<file path="config.mk">
export PLATFORM = sky130hd
export DESIGN_NAME = pu_msp430_spi
export DESIGN_NICKNAME = d
export VERILOG_FILES = /design/src/rtl/pu_msp430_spi.sv
export SDC_FILE = /design/constraint.sdc
export NUM_CORES = 1
export LEC_CHECK = 0
export ABC_CLOCK_PERIOD_IN_PS = 2800
export BUFFER_PORTS_ARGS = -buffer_cell sky130_fd_sc_hd__buf_2
export CAP_MARGIN = 20
export CORE_MARGIN = 5
export CORE_UTILIZATION = 58
export CTS_BUF_LIST = sky130_fd_sc_hd__clkbuf_4
export CTS_CLUSTER_DIAMETER = 150
export CTS_CLUSTER_SIZE = 16
export DETAILED_ROUTE_END_ITERATION = 8
export PLACE_DENSITY = 0.91
export SYNTH_ARGS = -nofsm -noshare
export SYNTH_HDL_FRONTEND = slang
export SYNTH_SLANG_ARGS = --single-unit
</file>
<file path="constraint.sdc">
create_clock -name mclk -period 2.8 [get_ports mclk]
set_clock_uncertainty 0.2 [all_clocks]
set_input_delay 0.14 -clock mclk [delete_from_list [all_inputs] [get_ports mclk]]
set_output_delay 0.14 -clock mclk [all_outputs]
set_load 0.03 [all_outputs]
</file>
<file path="src/rtl/pu_msp430_spi.sv">
// ---------------------------------------------------------------------------
// pu_msp430_spi -- memory-mapped SPI master for the MSP430 peripheral bus.
//
// Register window (4 words at BASE_ADDR):
//   +0 CTL   : [0] EN [1] CPOL [2] CPHA [3] IE_RX [4] IE_TX [5] CS [15:8] DIV
//   +2 STAT  : [0] BUSY [1] TXE [2] RXF [3] OVR (write 1 to clear RXF/OVR)
//   +4 TXBUF : 8-bit holding register, accepted only while TXE=1
//   +6 RXBUF : last received byte, reading it clears RXF
//
// Ports:
//   mclk, reset_n            clock and asynchronous active-low reset
//   per_addr/din/en/we       peripheral bus access (word address, byte WEs)
//   per_dout                 read data, zero when the window is not selected
//   irq_spi                  level interrupt (RX full and/or TX empty)
//   spi_sck/mosi/miso/cs_n   SPI pins, MISO sampled directly in mclk domain
// ---------------------------------------------------------------------------
module pu_msp430_spi #(
  parameter logic [14:0] BASE_ADDR = 15'h00A0
) (
  input  logic        mclk,
  input  logic        reset_n,
  input  logic [13:0] per_addr,
  input  logic [15:0] per_din,
  input  logic        per_en,
  input  logic [1:0]  per_we,
  output logic [15:0] per_dout,
  output logic        irq_spi,
  output logic        spi_sck,
  output logic        spi_mosi,
  input  logic        spi_miso,
  output logic        spi_cs_n
);

  typedef enum logic [1:0] {S_IDLE, S_SHIFT, S_DONE} state_t;

  state_t      state, state_nxt;

  logic        ctl_en, ctl_cpol, ctl_cpha, ctl_ie_rx, ctl_ie_tx, ctl_cs;
  logic [7:0]  ctl_div;
  logic [7:0]  holding, rx_buf;
  logic        txe, rxf, ovr;
  logic        sck_r, mosi_r;

  logic [7:0]  tx_sh, rx_sh;
  logic [7:0]  div_cnt, div_l;
  logic [3:0]  half_cnt;
  logic        cpha_l;

  logic        sel;
  logic [1:0]  reg_idx;
  logic        wr_ctl_lo, wr_ctl_hi, wr_stat, wr_tx, rd_rx;

  logic        busy, start, tick, sck_edge, leading, trailing;
  logic        do_sample, do_shift, last_half, abort, done;

  assign sel       = per_en && (per_addr[13:2] == BASE_ADDR[14:3]);
  assign reg_idx   = per_addr[1:0];
  assign wr_ctl_lo = sel && (reg_idx == 2'd0) && per_we[0];
  assign wr_ctl_hi = sel && (reg_idx == 2'd0) && per_we[1];
  assign wr_stat   = sel && (reg_idx == 2'd1) && per_we[0];
  assign wr_tx     = sel && (reg_idx == 2'd2) && per_we[0];
  assign rd_rx     = sel && (reg_idx == 2'd3) && (per_we == 2'b00);

  always_ff @(posedge mclk or negedge reset_n) begin
    if (!reset_n) state <= S_IDLE;
    else          state <= state_nxt;
  end

  always_comb begin
    state_nxt = state;
    case (state)
      S_IDLE:  if (start) state_nxt = S_SHIFT;
      S_SHIFT: begin
        if (!ctl_en)        state_nxt = S_IDLE;
        else if (last_half) state_nxt = S_DONE;
      end
      S_DONE:  state_nxt = S_IDLE;
      default: state_nxt = S_IDLE;
    endcase
  end

  // Half-period index parity tells leading (even) from trailing (odd) edges;
  // CPHA, latched at byte start, decides which of them samples and which shifts.
  always_comb begin
    busy      = (state != S_IDLE);
    start     = (state == S_IDLE) && ctl_en && !txe;
    tick      = (div_cnt == 8'd0);
    sck_edge  = (state == S_SHIFT) && ctl_en && tick;
    leading   = sck_edge && !half_cnt[0];
    trailing  = sck_edge && half_cnt[0];
    do_sample = cpha_l ? trailing : leading;
    do_shift  = cpha_l ? leading : trailing;
    last_half = sck_edge && (half_cnt == 4'd15);
    abort     = (state == S_SHIFT) && !ctl_en;
    done      = (state == S_DONE);
  end

  always_ff @(posedge mclk or negedge reset_n) begin
    if (!reset_n) begin
      {ctl_cs, ctl_ie_tx, ctl_ie_rx, ctl_cpha, ctl_cpol, ctl_en} <= 6'b0;
      ctl_div <= 8'h00;
      holding <= 8'h00;
      rx_buf  <= 8'h00;
      txe     <= 1'b1;
      rxf     <= 1'b0;
      ovr     <= 1'b0;
      sck_r   <= 1'b0;
      mosi_r  <= 1'b0;
    end else begin
      if (wr_ctl_lo) {ctl_cs, ctl_ie_tx, ctl_ie_rx, ctl_cpha, ctl_cpol, ctl_en} <= per_din[5:0];
      if (wr_ctl_hi) ctl_div <= per_din[15:8];

      if (wr_tx && txe) begin
        holding <= per_din[7:0];
        txe     <= 1'b0;
      end
      if (start) begin
        txe    <= 1'b1;
        mosi_r <= holding[7];
      end
      // Abort wins over a same-edge TXBUF write: the buffer is reported empty.
      if (abort) txe <= 1'b1;

      if ((state == S_SHIFT) && !abort) begin
        if (sck_edge) sck_r <= ~sck_r;
      end else begin
        sck_r <= ctl_cpol;
      end
      if (do_shift) mosi_r <= tx_sh[7];

      // Completion has priority over both the RXBUF-read and write-1 clears.
      if (done) begin
        rx_buf <= rx_sh;
        rxf    <= 1'b1;
        ovr    <= rxf | (ovr & !(wr_stat && per_din[3]));
      end else begin
        if (rd_rx || (wr_stat && per_din[2])) rxf <= 1'b0;
        if (wr_stat && per_din[3])            ovr <= 1'b0;
      end
    end
  end

  // Shift datapath: fully reloaded at every byte start, so no reset needed.
  // CPHA=0 has already presented bit 7 on MOSI, hence the pre-shifted load.
  always_ff @(posedge mclk) begin
    if (start) begin
      tx_sh    <= ctl_cpha ? holding : {holding[6:0], 1'b0};
      half_cnt <= 4'd0;
      div_cnt  <= ctl_div;
      div_l    <= ctl_div;
      cpha_l   <= ctl_cpha;
    end else if (state == S_SHIFT) begin
      if (tick) begin
        div_cnt  <= div_l;
        half_cnt <= half_cnt + 4'd1;
      end else begin
        div_cnt  <= div_cnt - 8'd1;
      end
      if (do_sample) rx_sh <= {rx_sh[6:0], spi_miso};
      if (do_shift)  tx_sh <= {tx_sh[6:0], 1'b0};
    end
  end

  always_comb begin
    per_dout = 16'h0000;
    if (sel && reset_n) begin
      case (reg_idx)
        2'd0:    per_dout = {ctl_div, 2'b00, ctl_cs, ctl_ie_tx, ctl_ie_rx, ctl_cpha, ctl_cpol, ctl_en};
        2'd1:    per_dout = {12'h000, ovr, rxf, txe, busy};
        2'd2:    per_dout = {8'h00, holding};
        default: per_dout = {8'h00, rx_buf};
      endcase
    end
  end

  assign irq_spi  = (ctl_ie_rx & rxf) | (ctl_ie_tx & txe & ctl_en);
  assign spi_sck  = sck_r;
  assign spi_mosi = mosi_r;
  assign spi_cs_n = ~ctl_cs;

endmodule

</file>
## Word level (Yosys, flattened, before mapping)

Index checks and enable logic that the tools add are counted.

| operators by class | value |
|---|---|
| $add $sub $neg | 2 |
| reduce and logical (&&, ||, !) cells | 43 |
| eq/ne operators | 10 |
| bitwise gates (word level) | 9 |
| muxes and demuxes | 26 |

Operators by type and width:

| cell | number |
|---|---|
| 8-bit 2-to-1 mux | 7 |
| 16-bit one-hot mux with 3 select lines | 1 |
| 1-bit logical AND | 23 |
| 16-bit 2-to-1 mux | 1 |
| 1-bit 2-to-1 mux | 13 |
| 12-bit by 5-bit == test with 1-bit output (second input constant) | 1 |
| 2-bit nonzero test | 5 |
| 8-bit zero test | 1 |
| 8-bit by 1-bit subtractor with 8-bit output (second input constant) | 1 |
| 2-bit == test (second input constant) | 3 |
| 2-bit zero test | 3 |
| 2-bit 2-to-1 mux | 3 |
| 2-bit AND reduction | 3 |
| 1-bit zero test | 5 |
| 4-bit by 1-bit adder with 4-bit output (second input constant) | 1 |
| 1-bit bitwise AND | 4 |
| 2-bit by 1-bit == test with 1-bit output (second input constant) | 2 |
| 4-bit == test (second input constant) | 1 |
| 2-bit inequality test (second input constant) | 2 |
| 2-bit one-hot mux with 2 select lines | 1 |
| 3-bit inequality test (second input constant) | 1 |
| 1-bit inverter | 3 |
| 3-bit AND reduction | 1 |
| 3-bit nonzero test | 1 |
| other kinds (2) | 3 |

| storage, ports and cells | value |
|---|---|
| logic and storage cells | 111 |
| output and inout port bits | 20 |
| register bits after elaboration | 74 |
| input port bits | 36 |

## Depth between registers and ports, before layout

| depth | value |
|---|---|
| word-level depth | 9 |
| depth in mapped cells | 7 |
| mapped depth without buffers | 6 |

## Worst setup path after synthesis

Ideal clock, no wire load.

| path | value |
|---|---|
| path type | reg-to-reg |
| start point | reg div_cnt[0] |
| end point | reg rx_sh[0], enable pin |
| arrival | 1,747 ps |
| clock period less this slack | 2,330 ps |
| slack | 470 ps |
| buffers on the path | 1 |
| cell stages (with the launch flop) | 7 |
| cell sequence | edfxtp_1 inv_1 ha_1 nor4b_4 buf_6 nand2_1 nor3_1 |

| on the way | value |
|---|---|
| longest elaborated chain between the ends | 5 |

Ends and longest elaborated chain:

| item | line | source |
|---|---|---|
| from (decl) | 45 | `logic [7:0] div_cnt, div_l;` |
| from (signal assigned) | 149 | `div_cnt <= ctl_div;` |
| from (signal assigned) | 154 | `div_cnt <= div_l;` |
| from (signal assigned) | 157 | `div_cnt <= div_cnt - 8'd1;` |
| 8-bit zero test (*) | 87 | `tick = (div_cnt == 8'd0);` |
| 1-bit logical AND (*) | 88 | `sck_edge = (state == S_SHIFT) && ctl_en && tick;` |
| 1-bit logical AND, on equally long branches | 89, 90 |  |
| 1-bit 2-to-1 mux (*) | 91 | `do_sample = cpha_l ? trailing : leading;` |
| 3-bit AND reduction (no line) (*) | - |  |
| to (signal assigned) | 159 | `if (do_sample) rx_sh <= {rx_sh[6:0], spi_miso};` |
| to (decl) | 44 | `logic [7:0] tx_sh, rx_sh;` |

Every way passes the cells marked *; elsewhere a longest branch is shown, timed or not.
A chain may end at the register's enable or synchronous reset.

## Final worst setup path

| path | value |
|---|---|
| start point | reg ctl_cpha |
| end point | out per_dout[2] |

| on the way | value |
|---|---|
| longest elaborated chain between the ends | 2 |

Ends and longest elaborated chain:

| item | line | source |
|---|---|---|
| from (decl) | 38 | `logic ctl_en, ctl_cpol, ctl_cpha, ctl_ie_rx, ctl_ie_tx, ctl_cs;` |
| from (signal assigned) | 110 | `if (wr_ctl_lo) {ctl_cs, ctl_ie_tx, ctl_ie_rx, ctl_cpha, ctl_cpol, ctl_en} <= per_din[5:0];` |
| 16-bit one-hot mux with 3 select lines | 167 | `case (reg_idx)` |
| 16-bit 2-to-1 mux | 166 | `if (sel && reset_n) begin` |
| to (decl) | 26 | `output logic [15:0] per_dout,` |

Every way passes these cells.

==> load_flow_metrics.sql <==
INSERT INTO impl_metrics (metric_group, metric, value, unit) VALUES
('outcome', 'run_status', 'finished clean', ''),
('global_routing', 'first_global_vias', '2948', ''),
('setup_path', 'r2r-end', 'rx_sh[5]$_DFFE_PP_', ''),
('yosys', 'post-synth-top-area-fraction', '28.0', '%'),
('yosys', 'postSynthCellCount', '282', ''),
('yosys', 'synthesis.yosys.warnings', '0', ''),
('yosys', 'async_reset_ff_share', '50.0', '%'),
('routing', 'ant_nets', '0', ''),
('setup_path', 'timing_worst_setup_path_type', 'reg2out', ''),
('routing', 'via_per_inst', '6.20', ''),
('placement', 'worst_slack_at_placement', '0.592', 'ns'),
('setup_path', 'worst_setup_path_end_kind', 'output pin', ''),
('timing', 'setup-tns-final', '0', 'ns'),
('timing', 'final_min_period_over_clock_period', '78.9', '%'),
('yosys', 'dominantRegCellSynth', 'sky130_fd_sc_hd__dfrtp_1', ''),
('global_routing', 'grt_pass1_wl', '14.7', 'mm'),
('setup_path', 'rrSetupSlack', '0.59', 'ns'),
('timing', 'report.final.setup_viol', '0', ''),
('floorplan', 'top_level_ports', '56', ''),
('cts', 'tritoncts_num_sinks', '74', ''),
('finish', 'num_antenna_cells', '0', ''),
('power_and_ir_drop', 'power.total', '1.87', 'mW'),
('cts', 'post_cts_resized', '0', ''),
('power_and_ir_drop', 'irDropWorstVdd', '0.350', 'mV'),
('yosys', 'synthTopCellsByArea', 'sky130_fd_sc_hd__edfxtp_1, sky130_fd_sc_hd__dfrtp_1, sky130_fd_sc_hd__mux2_2', ''),
('finish', 'post_route_cells_drive_above_1_share', '33.4', '%'),
('placement', 'finalWeightedCongestion', '0.797', ''),
('yosys', 'number_of_synthesized_flops_with_an_enable_pin', '33', ''),
('yosys', 'sequential_to_total_area_share_from_yosys_stat', '56.6', '%'),
('yosys', 'ys_seq_elements', '74', ''),
('routing', 'drt-wirelength-per-cell', '20.4', 'um'),
('flow_run', 'max-cap-violations', '0', ''),
('yosys', 'synthDistinctLibCells', '54', ''),
('cts', 'cts.reportedPaths.clkPinSlew', '0.11', 'ns'),
('finish', 'area.growth.synth_to_final', '20.3', '%'),
('floorplan', 'core_area', '5920', 'um^2'),
('timing', 'final-hold-violation-count', '0', ''),
('floorplan', 'floorplan.initialDensity', '59.7', '%'),
('global_routing', 'grt_remaining_overflow', '0', ''),
('timing', 'relSlewSlack', '53.8', '%'),
('worst_hold_path', 'min_to', 'ovr$_DFFE_PN0P_', ''),
('global_routing', 'grt_max_degree', '23', ''),
('timing', 'timing_max_transition_violations_final', '0', ''),
('cts', 'cts_tree', 'yes', ''),
('routing', 'detailroute.via_count', '2767', ''),
('routing', 'detail_route.first_pass.iterations', '5', ''),
('timing', 'fin_worst_hold_slack', '0.0409', 'ns'),
('finish', 'mostFrequentLayoutCell', 'sky130_fd_sc_hd__buf_2', ''),
('cts', 'cts_buffers', '9', ''),
('worst_hold_path', 'hold_path.startpoint', 'per_addr[0]', ''),
('cts', 'ctsRootBufferMaster', 'sky130_fd_sc_hd__clkbuf_4', ''),
('finish', 'design.final.nets', '405', ''),
('finish', 'leading_cell_types_in_the_layout_fill_and_taps_excluded', 'sky130_fd_sc_hd__buf_2, sky130_fd_sc_hd__dfrtp_1, sky130_fd_sc_hd__mux2_2', ''),
('placement', 'numPortBuffers', '55', ''),
('yosys', 'synth.cell_area', '3530', 'um^2'),
('timing', 'worst_slack', '0.590', 'ns'),
('cts', 'insertion_delay', '0.42', 'ns'),
('global_routing', 'globalRouteTotalUtil', '25.6', '%'),
('routing', 'drtIter0Drc', '218', ''),
('timing', 'max_freq', '453', 'MHz'),
('global_routing', 'grt_antenna_before_repair', '0', ''),
('setup_path', 'worst-endpoint-required', '2.46', 'ns'),
('floorplan', 'placement_rows', '28', ''),
('worst_hold_path', 'worstHoldPathType', 'in2reg', ''),
('setup_path', 'crit_arrival', '1.87', 'ns'),
('timing', 'grt_setup_unrepaired', 'no', ''),
('floorplan', 'dieArea', '7750', 'um^2'),
('yosys', 'synthDominantAreaCellType', 'sky130_fd_sc_hd__edfxtp_1', ''),
('yosys', 'post_synth.cell_area_avg', '12.5', 'um^2'),
('cts', 'holdBufCountCts', '22', ''),
('cts', 'ctsLongestPathBuffers', '2', '');
[layout make-up]
type | count | area, um^2
tap | 75 | 93.8
fill | 346 | 1670
multi-input combinational | 189 | 1440
clock buffer | 12 | 90.1
timing repair buffer | 86 | 563
clock inverter | 4 | 42.5
inverter | 6 | 22.5
sequential | 74 | 2000
[registers in the layout (all words and copies together) (netlist names), 2 cells and up]
signal	count
ctl_div	8
div_cnt	8
div_l	8
half_cnt	4
holding	8
rx_buf	8
rx_sh	8
state	2
tx_sh	8
[where the power goes]
group | switching (mW) | leakage [nW] | internal (mW)
combinational | 0.0390 | 1.01 | 0.0450
sequential | 0.000334 | 0.802 | 1.13
clock | 0.365 | 0.0791 | 0.297
[worst max-delay path by stage]
| stage | start | end | slack (ns) | cells past startpoint |
|---|---|---|---|---|
| 6_report | ctl_cpha$_DFFE_PN0P_ | per_dout[2] | 0.59 | 3 |
| 5_1_grt | ctl_en$_DFFE_PN0P_ | div_cnt[3]$_DFFE_PN_ | 0.43 | 7 |
| 4_1_cts | ctl_cpha$_DFFE_PN0P_ | per_dout[2] | 0.60 | 3 |
| 3_5_place_dp | per_addr[9] | holding[3]$_DFFE_PN0P_ | 0.59 | 5 |
| 3_3_place_gp | div_cnt[0]$_DFFE_PN_ | rx_sh[0]$_DFFE_PP_ | 0.69 | 7 |
| 2_1_floorplan | div_cnt[0]$_DFFE_PN_ | rx_sh[0]$_DFFE_PP_ | 0.47 | 6 |
[critical path, cell delays in order, from the launching register on]
cell and delay [ns]:
sky130_fd_sc_hd__dfrtp_1 0.57, sky130_fd_sc_hd__mux4_2 0.51, sky130_fd_sc_hd__and3_1 0.20, sky130_fd_sc_hd__buf_2 0.18
[cells in the mapped netlist, drive strengths merged (3+ instances only)]
master,number
mux2i,10
nand2,23
edfxtp,33
a21oi,4
nand3,11
o21a,3
mux2,36
a22oi,3
buf,9
dfrtp,36
and3,6
inv,6
nor2,16
and2,9
o211ai,3
clkbuf,4
o21ai,15
xnor2,3
xor2,4
nor2b,3
mux4,3
nor3,4
ha,3
dfxtp,4
[metrics by stage]
stage / util [%] / area [um^2] / instances
after global routing: 71.8 / 4250 / 446
after floorplan: - / 3530 / 282
final: 71.8 / 4250 / 446
after detailed placement: 65.8 / 3900 / 408
after CTS: 71.8 / 4250 / 446
after global placement: 65.8 / 3900 / 408
[cells by family after synthesis]
family / after synthesis / share of synthesized area (%)
flops: 74 / 56.6
mux: 49 / 16.4
simple gates: 89 / 14.0
compound gates: 41 / 7.54
fa+ha+maj: 3 / 1.06
buf+inv: 19 / 2.73
xor+xnor: 7 / 1.74
[metal layers]
layer  global-route usage, %  wire [um]  vias to the layer above
met5                       0          0                        -
met4                    14.8        370                        0
met3                    5.27        710                       42
met2                    42.7       4740                      185
met1                    30.8       3290                     1337
li1                        -          -                     1203
Power figures use the tool's default switching activity.
